[src/rtl/nibble_serial_adder_pkg.sv]
// Shared encodings and sizing helpers for the nibble-serial adder and its CLA slice.
package nibble_adder_pkg;

  typedef enum logic [1:0] {
    ST_IDLE = 2'd0,
    ST_RUN  = 2'd1,
    ST_DONE = 2'd2
  } state_t;

  localparam int NIB_W = 4;

  // Nibble index width; a single-nibble operand still needs one bit.
  function automatic int idx_width(input int nib);
    return (nib <= 1) ? 1 : $clog2(nib);
  endfunction

endpackage

[src/rtl/nibble_serial_adder_cla4_slice.sv]
// Purely combinational 4-bit carry-lookahead adder slice.
module cla4_slice
  import nibble_adder_pkg::*;
(
  input  logic [NIB_W-1:0] a,
  input  logic [NIB_W-1:0] b,
  input  logic             cin,
  output logic [NIB_W-1:0] s,
  output logic             cout
);

  logic [NIB_W-1:0] g, p;
  logic [NIB_W:0]   c;

  assign g = a & b;
  assign p = a ^ b;

  // Every carry is flattened to generate/propagate terms of cin.
  assign c[0] = cin;
  assign c[1] = g[0] | (p[0] & cin);
  assign c[2] = g[1] | (p[1] & g[0]) | (p[1] & p[0] & cin);
  assign c[3] = g[2] | (p[2] & g[1]) | (p[2] & p[1] & g[0])
              | (p[2] & p[1] & p[0] & cin);
  assign c[4] = g[3] | (p[3] & g[2]) | (p[3] & p[2] & g[1])
              | (p[3] & p[2] & p[1] & g[0]) | (p[3] & p[2] & p[1] & p[0] & cin);

  assign s    = p ^ c[NIB_W-1:0];
  assign cout = c[NIB_W];

endmodule

[src/rtl/nibble_serial_adder.sv]
// WIDTH-bit adder that feeds one 4-bit CLA slice a nibble per cycle, LSB first.
// Define NIBBLE_ADDSUB_EN to add the in_sub port (A-B via ~B and forced carry-in).
module nibble_serial_adder
  import nibble_adder_pkg::*;
#(
  parameter int WIDTH = 16
) (
  input  logic             clk,
  input  logic             rst,
  input  logic             in_valid,
  output logic             in_ready,
  input  logic [WIDTH-1:0] in_a,
  input  logic [WIDTH-1:0] in_b,
`ifdef NIBBLE_ADDSUB_EN
  input  logic             in_sub,
`endif
  input  logic             in_cin,
  output logic             out_valid,
  input  logic             out_ready,
  output logic [WIDTH-1:0] out_sum,
  output logic             out_cout,
  output logic             busy
);

  localparam int NIB = WIDTH / NIB_W;
  localparam int IW  = idx_width(NIB);
  localparam logic [IW-1:0] IDX_LAST = IW'(NIB - 1);

  state_t           state, state_nx;
  logic [IW-1:0]    idx;
  logic             carry;
  logic [WIDTH-1:0] a_reg, b_reg, sum_reg;
  logic             sub_op;
  logic [NIB_W-1:0] sl_a, sl_b, sl_s;
  logic             sl_cout;
  logic             accept;

`ifdef NIBBLE_ADDSUB_EN
  assign sub_op = in_sub;
`else
  assign sub_op = 1'b0;
`endif

  assign in_ready  = (state == ST_IDLE);
  assign busy      = (state != ST_IDLE);
  assign out_valid = (state == ST_DONE);
  assign out_cout  = (state == ST_DONE) ? carry : 1'b0;
  assign out_sum   = sum_reg;
  assign accept    = in_valid & in_ready;

  assign sl_a = a_reg[NIB_W*idx +: NIB_W];
  assign sl_b = b_reg[NIB_W*idx +: NIB_W];

  cla4_slice u_slice (
    .a    (sl_a),
    .b    (sl_b),
    .cin  (carry),
    .s    (sl_s),
    .cout (sl_cout)
  );

  always_comb begin
    state_nx = state;
    case (state)
      ST_IDLE: if (accept)          state_nx = ST_RUN;
      ST_RUN:  if (idx == IDX_LAST) state_nx = ST_DONE;
      ST_DONE: if (out_ready)       state_nx = ST_IDLE;
      default:                      state_nx = ST_IDLE;
    endcase
  end

  always_ff @(posedge clk) begin
    if (rst) begin
      state   <= ST_IDLE;
      idx     <= '0;
      carry   <= 1'b0;
      a_reg   <= '0;
      b_reg   <= '0;
      sum_reg <= '0;
    end else begin
      state <= state_nx;
      case (state)
        ST_IDLE: if (accept) begin
          // Subtract folds into the add path: ~B plus a forced carry of one.
          a_reg   <= in_a;
          b_reg   <= in_b ^ {WIDTH{sub_op}};
          carry   <= sub_op | in_cin;
          sum_reg <= '0;
          idx     <= '0;
        end
        ST_RUN: begin
          sum_reg[NIB_W*idx +: NIB_W] <= sl_s;
          carry                       <= sl_cout;
          if (idx != IDX_LAST) idx <= idx + 1'b1;
        end
        default: ;
      endcase
    end
  end

endmodule
[config.mk]
export PLATFORM = sky130hd
export DESIGN_NAME = nibble_serial_adder
export DESIGN_NICKNAME = d
export VERILOG_FILES = /design/src/rtl/nibble_serial_adder_pkg.sv /design/src/rtl/nibble_serial_adder_cla4_slice.sv /design/src/rtl/nibble_serial_adder.sv
export SDC_FILE = /design/constraint.sdc
export NUM_CORES = 1
export LEC_CHECK = 0
export CORE_ASPECT_RATIO = 1.2
export CORE_MARGIN = 2
export CORE_UTILIZATION = 45
export DETAILED_ROUTE_END_ITERATION = 8
export DONT_BUFFER_PORTS = 1
export PLACE_DENSITY = 0.6
export SLEW_MARGIN = 10
export SYNTH_ARGS = -nofsm -noshare
export SYNTH_HDL_FRONTEND = slang
export SYNTH_SLANG_ARGS = --single-unit
[constraint.sdc]
create_clock -name clk -period 4.5 [get_ports clk]
set_input_delay 1.35 -clock clk [delete_from_list [all_inputs] [get_ports clk]]
set_output_delay 1.35 -clock clk [all_outputs]
set_load 0.02 [all_outputs]
==> metrics.cfg, run 1 <==
[status]
status=finished, final reports clean

[finish]
final_area_sq_um=2500
nNetsFinal=311
drive_gt1_share_pct=7.92
syn2layout_area_growth_pct=4.94
fillCellCount=538
diodes=0

[drt]
vias=1792
first_pass_iters=4
drtIter0Drc=112
wl_mm=4.98
drtAntennaViolNets=0
via_per_inst=5.48
wl_per_cell_microns=15.2
post-route-drc-count=0

[worst_hold_path]
min_path_type=reg2reg
min_from=a_reg[10]

[grt]
grt_first_pass_wirelength_mm=8.40
grt_max_degree=52
grtUsageTotal_pct=18.0
grt_pass1_vias=1717
grt-ovfl-total=0
antenna_found_initial=0

[yosys]
synth_cells=272
ys_ff_latch=53
synthFlopType=dfxtp_1
netlist_area_sq_um=2380
synth_edf_count=0
synth_area_per_cell_sq_um=8.74
synth.distinct_cells=33
synth-async-reset-ratio_pct=0
synth_sequential_area_ratio_pct=44.6
synthesis.nets=319
yosysWarnings=0

[clock_tree]
cts_made_buffers=5
path_clk_slew_ns=0.10
cts_resized=0
insertion_delay_ns=0.31
htree_levels=2
cts.sinks=53
holdBufCountCts=0
cts_tree=built
cts_setup_buffers=0
clock_path_buffers=2
cts_root_buf=clkbuf_8

[setup_path]
critPathRequiredTime_ns=3.15
end_kind=output port
start_kind=register
rr_startpoint=idx[0]
arrival_ns=1.67
crit_type=reg2out
crit_start=state[1]
path_max_fanout=12

[die]
io_pins=57
core_sq_um=5190
die_x_microns=70.4
start_util_pct=45.8
fp.dieH_microns=83.6
die_area_sq_um=5890
num_rows=29

[timing]
slew_headroom_pct=25.6
period_needed_ns=3.02
setup_violations=0
finalCritPeriodShare_pct=67.1
fin_skew_ns=0.0105
rsz0062_at_grt=false
tightest_slew_ns=1.11
drv_slew=0
final_hold_viol_count=0
setup_tns_ns=0
fmax_mhz=331
worst_slack_ns=1.48

[pwr]
p_per_area_nw_per_um2=378
ir_drop_mv=0.203
leakage_nw=0.953

[placement]
portBuffers=0
place.gp.congestion=0.805
dpl.hpwl_mm=3.56
pre_cts_ws_ns=1.61
dpl_cell_area_sq_um=2380

[run]
cap_violations=0

cell families (layout without fill, tap and decap cells):
| group | count (synthesis) | after routing | share of synthesized area (%) |
|---|---|---|---|
| simple gates | 116 | 116 | 21.6 |
| compound gates | 62 | 62 | 15.8 |
| mux | 8 | 8 | 7.57 |
| buf+inv | 21 | 14 | 4.10 |
| flops | 53 | 53 | 44.6 |
| xor+xnor | 2 | 2 | 0.737 |
| fa+ha+maj | 10 | 10 | 5.58 |
report_power, final:
group / switching [mW] / leakage (nW) / internal, mW
registers: 0.0226 / 0.433 / 0.491
clock network: 0.151 / 0.0554 / 0.167
logic: 0.0659 / 0.465 / 0.0467
metal layers:
metal	GRT usage (%)	vias to the layer above	share of wire, %	wire length (microns)
li1	-	913	-	-
met1	23.8	839	46	2320
met2	28.0	34	48	2370
met3	5.31	6	4.6	227
met4	6.29	0	1.4	70
met5	0	-	0	0
worst paths after layout:
| check | cells after the start | end | slack, ns |
|---|---|---|---|
| worst min-delay path | 2 | a_reg[10] | 0.45 |
| worst max register to register | 6 | out_sum[7] | 1.63 |
| worst max-delay path | 2 | out_cout | 1.48 |
| worst min register to register | 2 | a_reg[10] | 0.45 |
cell usage after synthesis (2+ instances only):
library cell	n	area (sq um)
nand2b_1	3	18.8
nand3_1	4	20.0
nor2_1	22	82.6
a21o_1	5	37.5
clkbuf_1	7	26.3
a32oi_1	4	35.0
ha_1	9	113
a21oi_1	35	175
a22oi_1	9	67.6
dfxtp_1	53	1060
mux4_2	8	180
buf_4	3	22.5
nand2_1	77	289
a211o_1	2	17.5
inv_1	5	18.8
buf_2	6	30.0
xor2_1	2	17.5
o21ai_1	3	15.0
through the flow:
| step | std cells | total power [mW] | utilization, % | hold WS, ns |
|---|---|---|---|---|
| floorplan | 272 | 0.618 | - | 0.433 |
| global placement | 319 | 0.637 | 46.0 | 0.437 |
| detailed placement | 319 | 0.638 | 46.0 | 0.442 |
| CTS | 327 | 0.957 | 48.1 | 0.455 |
| global route | 327 | 0.991 | 48.1 | 0.475 |
| finish | 327 | 0.944 | 48.1 | 0.451 |
cell type report:
cell class | count | area (sq um) | area share (%)
multi-input cells | 198 | 1220 | 48.9
inverters | 5 | 18.8 | 0.752
clock inverters | 2 | 38.8 | 1.55
clock buffers | 6 | 72.6 | 2.91
flip-flops and latches | 53 | 1060 | 42.5
repair buffers | 1 | 7.51 | 0.301
well taps | 62 | 77.6 | 3.11
layout by cell type (no fill, tap or decap), types with 2 or more instances in the layout:
master | synthesis | layout
nand2_1 | 77 | 77
nand2b_1 | 3 | 3
a211o_1 | 2 | 2
a22oi_1 | 9 | 9
ha_1 | 9 | 9
mux4_2 | 8 | 8
xor2_1 | 2 | 2
nand3_1 | 4 | 4
dfxtp_1 | 53 | 53
o21ai_1 | 3 | 3
a21o_1 | 5 | 5
nor2_1 | 22 | 22
clkbuf_8 | 0 | 5
inv_1 | 5 | 5
a32oi_1 | 4 | 4
a21oi_1 | 35 | 35
critical path, stage by stage, from the launching register on:
cell,delay [ns]
dfxtp_1,0.57
nor2b_1,0.48
and2_1,0.32
Power figures use the tool's default switching activity.
==> inputs of run 2 (changes only) <==
- PLACE_DENSITY: 0.6 -> 0.62
- clock period: 4.5 -> 2.67 ns (I/O delays scaled with it)
==> metrics.cfg, run 2 (synthesized netlist as in run 1, its figures left out) <==
[drt]
wl_met2_mm=2.29
drt-met1-wl_mm=2.45
drtAntennaViolNets=0
first_pass_iters=4
wl_mm=5.12
via_per_inst=5.46
highest_layer=met4
wl_met3_microns=310
drtIter0Drc=133
wl_per_cell_microns=15.4
vias=1813
post-route-drc-count=0

[status]
status=finished, final reports clean

[finish]
diodes=0
sequential_cell_area_sq_um=1060
final_cell_mix=77 x nand2_1, 52 x dfxtp_1, 35 x a21oi_1
multi_input_comb_area_sq_um=1220
post-route-util_pct=48.9
drive_gt1_share_pct=10.0
nNetsFinal=316
fillCellCount=513
layout_commonest_cell=nand2_1
syn2layout_area_growth_pct=6.58

[setup_path]
path_max_fanout=9
crit_type=reg2reg
arrival_ns=2.58
end_kind=register
critPathRequiredTime_ns=2.87
start_kind=register

[pwr]
ir_drop_mv=0.306
p_per_area_nw_per_um2=636
leakage_nw=0.980

[grt]
grt_max_degree=52
grtUsageTotal_pct=18.5
grt-ovfl-total=0
grt_first_pass_wirelength_mm=8.67
antenna_found_initial=0
grt_pass1_vias=1706

[clock_tree]
insertion_delay_ns=0.31
clock_path_buffers=2
cts_root_buf=clkbuf_8
htree_levels=2
path_clk_slew_ns=0.10
cts_tree=built
cts_setup_buffers=0
cts_made_buffers=5
cts.sinks=53

[die]
fp.dieH_microns=83.6
core_sq_um=5190
die_area_sq_um=5890
num_rows=29
start_util_pct=45.8
die_x_microns=70.4
io_pins=57

[timing]
rsz0062_at_grt=false
fin_skew_ns=0.0125
period_needed_ns=2.37
finalCritPeriodShare_pct=88.9
tightest_slew_ns=0.524
fmax_mhz=422
setup_tns_ns=0
slew_headroom_pct=65.0
final_hold_viol_count=0
drv_slew=0
setup_violations=0

[run]
cap_violations=0

[placement]
portBuffers=0
dpl.hpwl_mm=3.64
place.gp.congestion=0.809

[worst_hold_path]
min_path_type=reg2reg

## run 2: where the power goes
group | switching (mW) | internal, mW
clock | 0.269 | 0.282
combinational | 0.117 | 0.0829
sequential | 0.0329 | 0.827
total | 0.419 | 1.19
## run 2: final cells by class
type | instances | share of cell area (%)
Inverter | 5 | 0.740
Tap cell | 62 | 3.06
Clock buffer | 6 | 2.86
Clock inverter | 2 | 1.53
Multi-Input combinational cell | 198 | 48.1
Sequential cell | 53 | 41.9
Timing Repair Buffer | 6 | 1.78
## run 2: routing by layer
| layer | up-vias | track usage (%) |
|---|---|---|
| met3 | 6 | 5.80 |
| met4 | 0 | 6.29 |
| li1 | 923 | - |
| met1 | 828 | 26.6 |
| met5 | - | 0 |
| met2 | 56 | 26.2 |
## run 2: repair_timing
action	4_1_cts	5_1_grt
hold buffers	0	0
hold endpoints to repair	0	0
gates resized for setup	0	1
setup endpoints to repair	0	4
## run 2: critical path, stage by stage, from the launching register on
cell and delay [ns]:
dfxtp_2 0.44, buf_4 0.22, mux4_2 0.53, ha_1 0.31, o21a_1 0.13, a21oi_1 0.20, xor2_1 0.32, o31ai_1 0.11
## run 2: per-stage QoR
step           instance area, sq um  hold slack [ns]  worst slack [ns]  power, mW  instances
2_1_floorplan                  2380            0.433             0.216       1.04        272
3_3_place_gp                   2420            0.440             0.227       1.08        324
3_5_place_dp                   2420            0.441             0.170       1.08        324
4_1_cts                        2530            0.455             0.159       1.63        332
5_1_grt                        2530            0.470            0.0895       1.68        332
6_report                       2530            0.454             0.298       1.61        332
## run 2: final timing paths
check / cells past startpoint / end / from / slack, ns
worst min register to register: 2 / a_reg[15] / a_reg[15] / 0.45
worst min-delay path: 2 / a_reg[15] / a_reg[15] / 0.45
worst max register to register: 7 / out_sum[7] / idx[0] / 0.30
worst max-delay path: 7 / out_sum[7] / idx[0] / 0.30
==> inputs of run 3 (changes only) <==
- PLACE_DENSITY: 0.62 -> 0.6
- clock period: 2.67 -> 2.4 ns (I/O delays scaled with it)
==> metrics.cfg, run 3 (synthesized netlist as in run 1, its figures left out) <==
[setup_path]
end_kind=register
crit_buf_inv=1
r2r.worst_path.cells=7
path_max_fanout=6
critPathRequiredTime_ns=2.62
regToRegEndpoint=out_sum[7]
start_kind=register
rr_startpoint=idx[0]
arrival_ns=2.53
worstPathCellList=mux4_2 -> ha_1 -> a211o_1 -> a21oi_2 -> xor2_1 -> buf_4 -> o31ai_1
r2r_slack_ns=0.09
cp_top_family=compound AO/OA/AOI/OAI gates
slowest_delay_ns=0.57
cp_slowest_cell=mux4_2
crit_type=reg2reg

[die]
core_sq_um=5190
start_util_pct=45.8
die_area_sq_um=5890
die_x_microns=70.4
num_rows=29
fp.dieH_microns=83.6
io_pins=57

[drt]
drtIter0Drc=92
wl_mm=5.26
drtAntennaViolNets=0
via_per_inst=5.42
first_pass_iters=4
vias=1816
wl_per_cell_microns=15.7
post-route-drc-count=0

[pwr]
clockPowerShare_pct=29.3
swShare_pct=27.3
p_switching_mw=0.465
ir_drop_mv=0.319
p_seq_share_pct=56.1
leakage_nw=0.989
p_per_area_nw_per_um2=664
internal_power_mw=1.24
pwr-share-comb_pct=14.6
p_total_mw=1.70

[placement]
portBuffers=0
dpl.hpwl_mm=3.77
place_inst=325
place.gp.congestion=0.767
dpl_cell_area_sq_um=2460

[finish]
sequential_cell_area_sq_um=1060
post-route-util_pct=49.4
nNetsFinal=319
multi_input_comb_area_sq_um=1220
fillCellCount=505
layout_commonest_cell=nand2_1
drive_gt1_share_pct=11.0
final_area_sq_um=2560
final_cell_mix=77 x nand2_1, 52 x dfxtp_1, 34 x a21oi_1
diodes=0
syn2layout_area_growth_pct=7.84
instances_no_fill=335

[clock_tree]
insertion_delay_ns=0.31
cts_made_buffers=5
clock_path_buffers=2
cts_tree=built
htree_levels=2
path_clk_slew_ns=0.09
cts.sinks=53
holdBufCountCts=0
cts_root_buf=clkbuf_8

[status]
status=finished, final reports clean

[timing]
slew_headroom_pct=60.4
period_needed_ns=2.31
final_hold_viol_count=0
drv_slew=0
finalCritPeriodShare_pct=96.2
tightest_slew_ns=0.592
rsz0062_at_grt=false
fin_skew_ns=0.00390
setup_tns_ns=0
fmax_mhz=433
setup_violations=0

[grt]
grt_first_pass_wirelength_mm=8.67
grt-ovfl-total=0
grt_pass1_vias=1745
antenna_found_initial=0
grt_max_degree=52
grtUsageTotal_pct=18.6

[run]
cap_violations=0

[worst_hold_path]
min_path_type=reg2reg
min_from=a_reg[7]
whs_endpoint=a_reg[7]
whs_path_depth=2

-- run 3: cell count changes in the layout (fill, tap and decap cells not counted), sizes merged --
| cell | before | now |
|---|---|---|
| clkinvlp | 0 | 1 |
| clkinv | 1 | 0 |
| buf | 6 | 9 |
| clkbuf | 6 | 7 |
| bufinv | 1 | 0 |
-- run 3: worst max path at each step --
stage                     startpoint          to  slack, ns  cells after the start
after floorplan               idx[0]  out_sum[7]       0.06                      7
final                         idx[0]  out_sum[7]       0.09                      7
after CTS                     idx[0]  out_sum[7]       0.06                      8
after global placement        idx[0]  out_sum[7]       0.09                      7
after detailed placement      idx[0]  out_sum[7]      0.007                      7
after global routing          idx[0]  out_sum[7]       0.02                      7
-- run 3: metrics by stage --
stage	hold WS, ns	setup slack [ns]
2_1_floorplan	0.433	0.0563
3_3_place_gp	0.438	0.0887
3_5_place_dp	0.441	0.00724
4_1_cts	0.454	0.0562
5_1_grt	0.455	0.0249
6_report	0.451	0.0910
-- run 3: per-layer routing --
metal	vias to the layer above	track usage, %	wire length (microns)
met5	-	0	0
met4	0	7.34	74
met3	7	4.83	256
met2	44	28.6	2360
met1	832	25.0	2580
li1	933	-	-
-- run 3: power by group through the flow --
stage / Combinational, mW / Sequential, mW / Clock, mW
global route: 0.275 / 0.962 / 0.541
CTS: 0.245 / 0.956 / 0.512
floorplan: 0.197 / 0.962 / 0
global placement: 0.234 / 0.978 / 0
finish: 0.248 / 0.956 / 0.499
detailed placement: 0.240 / 0.977 / 0
-- run 3: cell type report --
class                      instances  share of cell area (%)
timing repair buffer               9                    3.76
tap                               62                    3.02
inverter                           5                   0.732
multi-input combinational        198                    47.7
clock inverter                     1                   0.293
clock buffer                       7                    2.98
sequential                        53                    41.5
-- run 3: what timing repair did --
action | CTS | global route
endpoints found under the setup margin | 2 | 3
setup buffers | 1 | 1
gates resized for setup | 1 | 2
pin swaps | 1 | 0
endpoints found under the hold margin | 0 | 0
-- run 3: tightest hold or removal path, cell delays in order, from the launching register on --
cell and delay [ns]:
dfxtp_1 0.32, nand2_1 0.05, a21oi_1 0.05
